[src/rtl/ext_bus_bridge.sv]
// External bus bridge: routes EX_DM stage accesses to NCH wait-state peripherals,
// holding the pipeline until the selected channel acks or the access times out.
module ext_bus_bridge #(
    parameter int unsigned AW       = 16,
    parameter int unsigned DW       = 16,
    parameter int unsigned NCH      = 4,
    parameter int unsigned TIMEOUT  = 15,
    parameter logic [15:0] ERR_DATA = 16'hDEAD
) (
    input  logic              clk,
    input  logic              rst_n,
    input  logic              cpu_re,
    input  logic              cpu_we,
    input  logic [AW-1:0]     cpu_addr,
    input  logic [DW-1:0]     cpu_wdata,
    output logic [DW-1:0]     cpu_rdata,
    output logic              stall,
    output logic              bus_err,
    input  logic              err_clr,
    output logic [NCH-1:0]    ch_sel,
    output logic              ch_we,
    output logic [AW-5:0]     ch_addr,
    output logic [DW-1:0]     ch_wdata,
    input  logic [NCH-1:0]    ch_ack,
    input  logic [NCH*DW-1:0] ch_rdata
);

    localparam logic [DW-1:0] ERR_W = DW'(ERR_DATA);

    typedef enum logic [1:0] {S_IDLE, S_BUSY, S_DONE} state_t;

    state_t          r_state;
    logic [7:0]      r_cnt;
    logic [NCH-1:0]  r_ch_sel;
    logic            r_we;
    logic [AW-5:0]   r_addr;
    logic [DW-1:0]   r_wdata;
    logic [DW-1:0]   r_rdata;
    logic            r_bus_err;

    logic [3:0]      w_region;
    logic            w_ext;
    logic [NCH-1:0]  w_sel;
    logic            w_mapped;
    logic            w_ack;
    logic            w_timeout;
    logic            w_set_err;
    logic [DW-1:0]   w_ch_data;

    assign w_region = cpu_addr[AW-1:AW-4];
    assign w_ext    = (cpu_re | cpu_we) & (|w_region);

    always_comb begin
        w_sel = '0;
        for (int unsigned i = 0; i < NCH; i++)
            w_sel[i] = (w_region == 4'(i + 1));
    end

    assign w_mapped = |w_sel;

    // Only the latched channel can complete the access; stray acks are masked off.
    assign w_ack     = |(ch_ack & r_ch_sel);
    assign w_timeout = (r_cnt == 8'(TIMEOUT));

    always_comb begin
        w_ch_data = '0;
        for (int unsigned i = 0; i < NCH; i++)
            if (r_ch_sel[i])
                w_ch_data = w_ch_data | ch_rdata[i*DW +: DW];
    end

    assign w_set_err = ((r_state == S_IDLE) & w_ext & ~w_mapped) |
                       ((r_state == S_BUSY) & ~w_ack & w_timeout);

    assign stall     = ((r_state == S_IDLE) & w_ext) | (r_state == S_BUSY);
    assign cpu_rdata = r_rdata;
    assign bus_err   = r_bus_err;
    assign ch_sel    = r_ch_sel;
    assign ch_we     = r_we;
    assign ch_addr   = r_addr;
    assign ch_wdata  = r_wdata;

    always_ff @(posedge clk) begin
        if (!rst_n) begin
            r_state   <= S_IDLE;
            r_cnt     <= '0;
            r_ch_sel  <= '0;
            r_we      <= 1'b0;
            r_addr    <= '0;
            r_wdata   <= '0;
            r_rdata   <= '0;
            r_bus_err <= 1'b0;
        end else begin
            if (w_set_err)
                r_bus_err <= 1'b1;
            else if (err_clr)
                r_bus_err <= 1'b0;

            case (r_state)
                S_IDLE: begin
                    if (w_ext) begin
                        r_we    <= cpu_we;
                        r_addr  <= cpu_addr[AW-5:0];
                        r_wdata <= cpu_wdata;
                        if (w_mapped) begin
                            r_ch_sel <= w_sel;
                            // Counter holds the number of the current BUSY cycle.
                            r_cnt    <= 8'd1;
                            r_state  <= S_BUSY;
                        end else begin
                            if (!cpu_we)
                                r_rdata <= ERR_W;
                            r_state <= S_DONE;
                        end
                    end
                end
                S_BUSY: begin
                    if (w_ack) begin
                        if (!r_we)
                            r_rdata <= w_ch_data;
                        r_ch_sel <= '0;
                        r_state  <= S_DONE;
                    end else if (w_timeout) begin
                        if (!r_we)
                            r_rdata <= ERR_W;
                        r_ch_sel <= '0;
                        r_state  <= S_DONE;
                    end else begin
                        r_cnt <= r_cnt + 8'd1;
                    end
                end
                S_DONE: begin
                    r_cnt   <= '0;
                    r_state <= S_IDLE;
                end
                default: r_state <= S_IDLE;
            endcase
        end
    end

endmodule

[config.mk]
export PLATFORM = sky130hd
export DESIGN_NAME = ext_bus_bridge
export DESIGN_NICKNAME = d
export VERILOG_FILES = /design/src/rtl/ext_bus_bridge.sv
export SDC_FILE = /design/constraint.sdc
export NUM_CORES = 1
export LEC_CHECK = 0
export CAP_MARGIN = 20
export CORE_UTILIZATION = 39
export DETAILED_ROUTE_END_ITERATION = 12
export GPL_ROUTABILITY_DRIVEN = 0
export PLACE_DENSITY = 0.81
export SLEW_MARGIN = 20
export SYNTH_ARGS = -nofsm -noshare
export SYNTH_HDL_FRONTEND = slang
export SYNTH_SLANG_ARGS = --single-unit
[constraint.sdc]
create_clock -name clk -period 3.3 [get_ports clk]
set_input_delay 0.99 -clock clk [delete_from_list [all_inputs] [get_ports clk]]
set_output_delay 0.99 -clock clk [all_outputs]
set_load 0.01 [all_outputs]
==> report_table.html <==
<table>
<tr><th>Metric</th><th>Value</th></tr>
<tr><th colspan="2">Logic synthesis</th></tr>
<tr><td>Dominant cells by area after synthesis</td><td>sky130_fd_sc_hd__dfxtp_1 (42%), sky130_fd_sc_hd__nand2_1 (10%), sky130_fd_sc_hd__a22o_1 (6.8%)</td></tr>
<tr><td>Net Count, Synth</td><td>459</td></tr>
<tr><td>Netlist Area Pre-Place</td><td>2850 sq um</td></tr>
<tr><td>Yosys warning total</td><td>0</td></tr>
<tr><td>Number of register bits inferred by synthesis</td><td>60</td></tr>
<tr><td>Top cell type by total area after synthesis</td><td>sky130_fd_sc_hd__dfxtp_1</td></tr>
<tr><td>Sequential cell area fraction in the yosys report</td><td>42.1%</td></tr>
<tr><td>Asr flop ratio synth</td><td>0%</td></tr>
<tr><td>Count of mapped cells out of synthesis</td><td>349</td></tr>
<tr><td>Number of distinct standard cells referenced by the synthesized netlist</td><td>45</td></tr>
<tr><td>Area share of the largest cell type after synthesis</td><td>42.1%</td></tr>
<tr><td>Synthesized area per cell</td><td>8.18 sq um</td></tr>
<tr><td>Most used DFF post-synth</td><td>sky130_fd_sc_hd__dfxtp_1</td></tr>
<tr><td>Post-synth EDFFs</td><td>0</td></tr>
<tr><th colspan="2">Clocking</th></tr>
<tr><td>TritonCTS Buffers</td><td>9</td></tr>
<tr><td>Root buffer cell</td><td>sky130_fd_sc_hd__clkbuf_8</td></tr>
<tr><td>Sink Count</td><td>60</td></tr>
<tr><td>Clock latency on the worst-skew pair</td><td>0.34 ns</td></tr>
<tr><td>Clock Tree Buf Depth</td><td>2</td></tr>
<tr><td>Clock tree from TritonCTS</td><td>yes</td></tr>
<tr><td>Clock input transition at the sequential cells of the worst setup and hold paths</td><td>0.06 ns</td></tr>
<tr><td>H-Tree Depth</td><td>3</td></tr>
<tr><th colspan="2">Route</th></tr>
<tr><td>Via Count</td><td>3311</td></tr>
<tr><td>Vias/cell</td><td>5.39</td></tr>
<tr><td>Length of the first detailed-routing pass in iterations</td><td>5</td></tr>
<tr><td>DRC Markers</td><td>0</td></tr>
<tr><td>Total wire length</td><td>9520 um</td></tr>
<tr><td>ANT nets after route</td><td>0</td></tr>
<tr><td>Routed length per instance</td><td>15.5 um</td></tr>
<tr><td>Number of violations reported at the end of detailed-routing iteration 0</td><td>153</td></tr>
<tr><th colspan="2">STA</th></tr>
<tr><td>Highest attainable clock frequency</td><td>306 MHz</td></tr>
<tr><td>Final slew viol count</td><td>0</td></tr>
<tr><td>Unrepaired setup endpoints after global routing</td><td>no</td></tr>
<tr><td>Worst clock skew on the final layout</td><td>0.00749 ns</td></tr>
<tr><td>Slew at the pin with the worst max-slew slack</td><td>0.493 ns</td></tr>
<tr><td>Normalized max-slew margin</td><td>66.8%</td></tr>
<tr><td>Crit path time final</td><td>3.26 ns</td></tr>
<tr><td>Setup total negative slack</td><td>0 ns</td></tr>
<tr><td>Total setup violations reported at the end of the flow</td><td>0</td></tr>
<tr><td>Final hold violations</td><td>0</td></tr>
<tr><td>Post-route fraction of the period consumed by the critical path</td><td>98.9%</td></tr>
<tr><th colspan="2">Power</th></tr>
<tr><td>Part of the power in the clock network</td><td>35.5%</td></tr>
<tr><td>VDD IR-drop max</td><td>0.000311 V</td></tr>
<tr><td>Switching pwr</td><td>0.554 mW</td></tr>
<tr><td>Portion of total power attributed to sequential cells</td><td>38.9%</td></tr>
<tr><td>Leakage power total</td><td>1.82 nW</td></tr>
<tr><td>Pwr per Cell Area</td><td>437 nW/um^2</td></tr>
<tr><td>Internal power consumption</td><td>1.56 mW</td></tr>
<tr><td>Comb pwr share</td><td>25.7%</td></tr>
<tr><td>Power, Total</td><td>2.11 mW</td></tr>
<tr><td>Sw frac</td><td>26.2%</td></tr>
<tr><th colspan="2">Floorplanning</th></tr>
<tr><td>Initial cell density of the core</td><td>41.1%</td></tr>
<tr><td>Std-Cell Core Area</td><td>6940 sq um</td></tr>
<tr><td>Die Span Y</td><td>87.5 um</td></tr>
<tr><td>Top Ports</td><td>156</td></tr>
<tr><td>Overall die width</td><td>87.5 um</td></tr>
<tr><td>Count of standard-cell rows</td><td>30</td></tr>
<tr><td>Die area</td><td>7660 sq um</td></tr>
<tr><th colspan="2">GRT</th></tr>
<tr><td>GRT Residual Overflow</td><td>0</td></tr>
<tr><td>Wire length of the first global-routing pass</td><td>14800 um</td></tr>
<tr><td>Number of antenna violations at the first check in global routing</td><td>0</td></tr>
<tr><td>Overall routing resource usage</td><td>25.1%</td></tr>
<tr><td>Largest net degree at the start of global routing</td><td>36</td></tr>
<tr><td>Number of global-route vias before repair</td><td>3153</td></tr>
<tr><th colspan="2">Worst setup path</th></tr>
<tr><td>Data required, critical path</td><td>2.31 ns</td></tr>
<tr><td>Worst path arrival time</td><td>2.27 ns</td></tr>
<tr><td>CP max-delay cell</td><td>sky130_fd_sc_hd__or4_4</td></tr>
<tr><td>Startpoint class of the critical path</td><td>input port</td></tr>
<tr><td>CP max FO</td><td>2</td></tr>
<tr><td>Endpoint class of the critical path</td><td>primary output</td></tr>
<tr><td>WS Path Type</td><td>input port to primary output</td></tr>
<tr><td>Largest stage delay on the critical path</td><td>0.51 ns</td></tr>
<tr><td>Series of cell instances along the critical path</td><td>clkdlybuf4s50_1, or4_4, nand3b_1, nand2_1, buf_2</td></tr>
<tr><th colspan="2">Worst hold path</th></tr>
<tr><td>Path class of the lowest-slack min-delay path</td><td>flip-flop to flip-flop</td></tr>
<tr><th colspan="2">Final layout</th></tr>
<tr><td>Diode count</td><td>0</td></tr>
<tr><td>Summed area of non-filler cells in the final layout</td><td>4830 sq um</td></tr>
<tr><td>Area added between synthesis and finish</td><td>69.4%</td></tr>
<tr><td>Share of post-route cells with drive strength above 1</td><td>8.30%</td></tr>
<tr><td>Filler Cells Inserted</td><td>563</td></tr>
<tr><td>Final cell count without fillers</td><td>614</td></tr>
<tr><td>Number of nets in the layout</td><td>623</td></tr>
<tr><th colspan="2">Run status</th></tr>
<tr><td>Status</td><td>finished clean</td></tr>
<tr><th colspan="2">Place</th></tr>
<tr><td>Half-perimeter wire length after detailed placement</td><td>6990 um</td></tr>
<tr><td>Total placed cells including tap cells</td><td>596</td></tr>
<tr><td>Cell area reported after detailed placement</td><td>4590 sq um</td></tr>
<tr><td>Number of buffers inserted by port buffering</td><td>155</td></tr>
<tr><th colspan="2">Run</th></tr>
<tr><td>Total of max-cap violations</td><td>0</td></tr>
</table>
-- cells by family (layout without fill, tap and decap cells) --
logic type / after synthesis / count (layout) / share of synthesized area, %
AOI/OAI and AO/OA: 130 / 130 / 31.7
and+or+nand+nor: 120 / 120 / 18.7
buffers and inverters: 31 / 200 / 4.34
adders and majority gates: 5 / 5 / 2.19
muxes: 3 / 3 / 1.05
DFF: 60 / 60 / 42.1
-- worst max-delay path, delay by kind of cell --
family	cells	cell delay (ns)
buffers and inverters	2	0.58
and+or+nand+nor	3	0.70
-- layer usage --
layer	GRT usage [%]	part of all wire, %
met1	28.3	42
met2	45.4	52
met3	7.26	5.5
met4	8.05	1.4
met5	0	0
-- cell usage in the layout (no fill, tap or decap), drive strengths merged, types with 10 or more instances in the layout --
master / count
a22o: 22
clkbuf: 13
clkdlybuf4s50: 152
dfxtp: 60
nand2: 79
a21oi: 34
buf: 25
o21ai: 21
a22oi: 13
a2bb2oi: 10
-- area by class of cell --
type | instances | area (sq um) | area share, %
Sequential cell | 60 | 1200 | 24.9
Timing Repair Buffer | 179 | 1730 | 35.7
Tap cell | 96 | 120 | 2.49
Clock inverter | 3 | 68.8 | 1.42
Inverter | 5 | 18.8 | 0.388
Clock buffer | 13 | 159 | 3.29
Multi-Input combinational cell | 258 | 1540 | 31.8
-- synthesized netlist by cell type, types with 6 or more instances --
master                       n
sky130_fd_sc_hd__a22o_1     22
sky130_fd_sc_hd__nand2_1    79
sky130_fd_sc_hd__nor2_1      8
sky130_fd_sc_hd__a22oi_1    13
sky130_fd_sc_hd__a21oi_1    34
sky130_fd_sc_hd__clkbuf_1   17
sky130_fd_sc_hd__a2bb2oi_1  10
sky130_fd_sc_hd__o21ai_0    21
sky130_fd_sc_hd__dfxtp_1    60
sky130_fd_sc_hd__buf_2       6
sky130_fd_sc_hd__nand3_1     8
-- worst paths after layout --
kind | from | slack (ns) | end | depth (start not counted)
setup / recovery | cpu_addr[14] | 0.04 | stall | 5
setup reg to reg | r_cnt[0] | 1.21 | r_cnt[6] | 6
hold reg to reg | ch_wdata[8] | 0.45 | ch_wdata[8] | 2
hold / removal | ch_wdata[8] | 0.45 | ch_wdata[8] | 2
-- timing repair --
action                     CTS  global route
pin swaps                    1             1
gates resized for setup      6             1
buffers inserted             1             1
setup endpoints to repair    1             1
cloned                       0             0
hold buffers                 0             0
-- power groups by stage --
stage / Combinational [mW] / Sequential (mW) / Clock (mW)
final: 0.542 / 0.821 / 0.749
after global placement: 0.529 / 0.833 / 0
after detailed placement: 0.536 / 0.836 / 0
after global routing: 0.581 / 0.828 / 0.798
after CTS: 0.538 / 0.821 / 0.762
after floorplan: 0.197 / 0.859 / 0
-- through the flow --
| stage | hold WS (ns) | worst slack, ns | util (%) |
|---|---|---|---|
| 2_1_floorplan | 0.435 | 0.227 | - |
| 6_report | 0.455 | 0.0371 | 69.6 |
| 3_5_place_dp | 0.449 | -0.406 | 66.1 |
| 5_1_grt | 0.471 | 0.00677 | 69.6 |
| 4_1_cts | 0.458 | 0.0206 | 69.5 |
| 3_3_place_gp | 0.441 | -0.399 | 66.1 |
-- state kept, by name (all words and copies together) (netlist names) --
| signal | flops |
|---|---|
| r_cnt | 8 |
| r_state | 2 |
| ch_we | 1 |
| cpu_rdata | 16 |
| ch_addr | 12 |
| bus_err | 1 |
| ch_wdata | 16 |
| ch_sel | 4 |
Power figures use the tool's default switching activity.
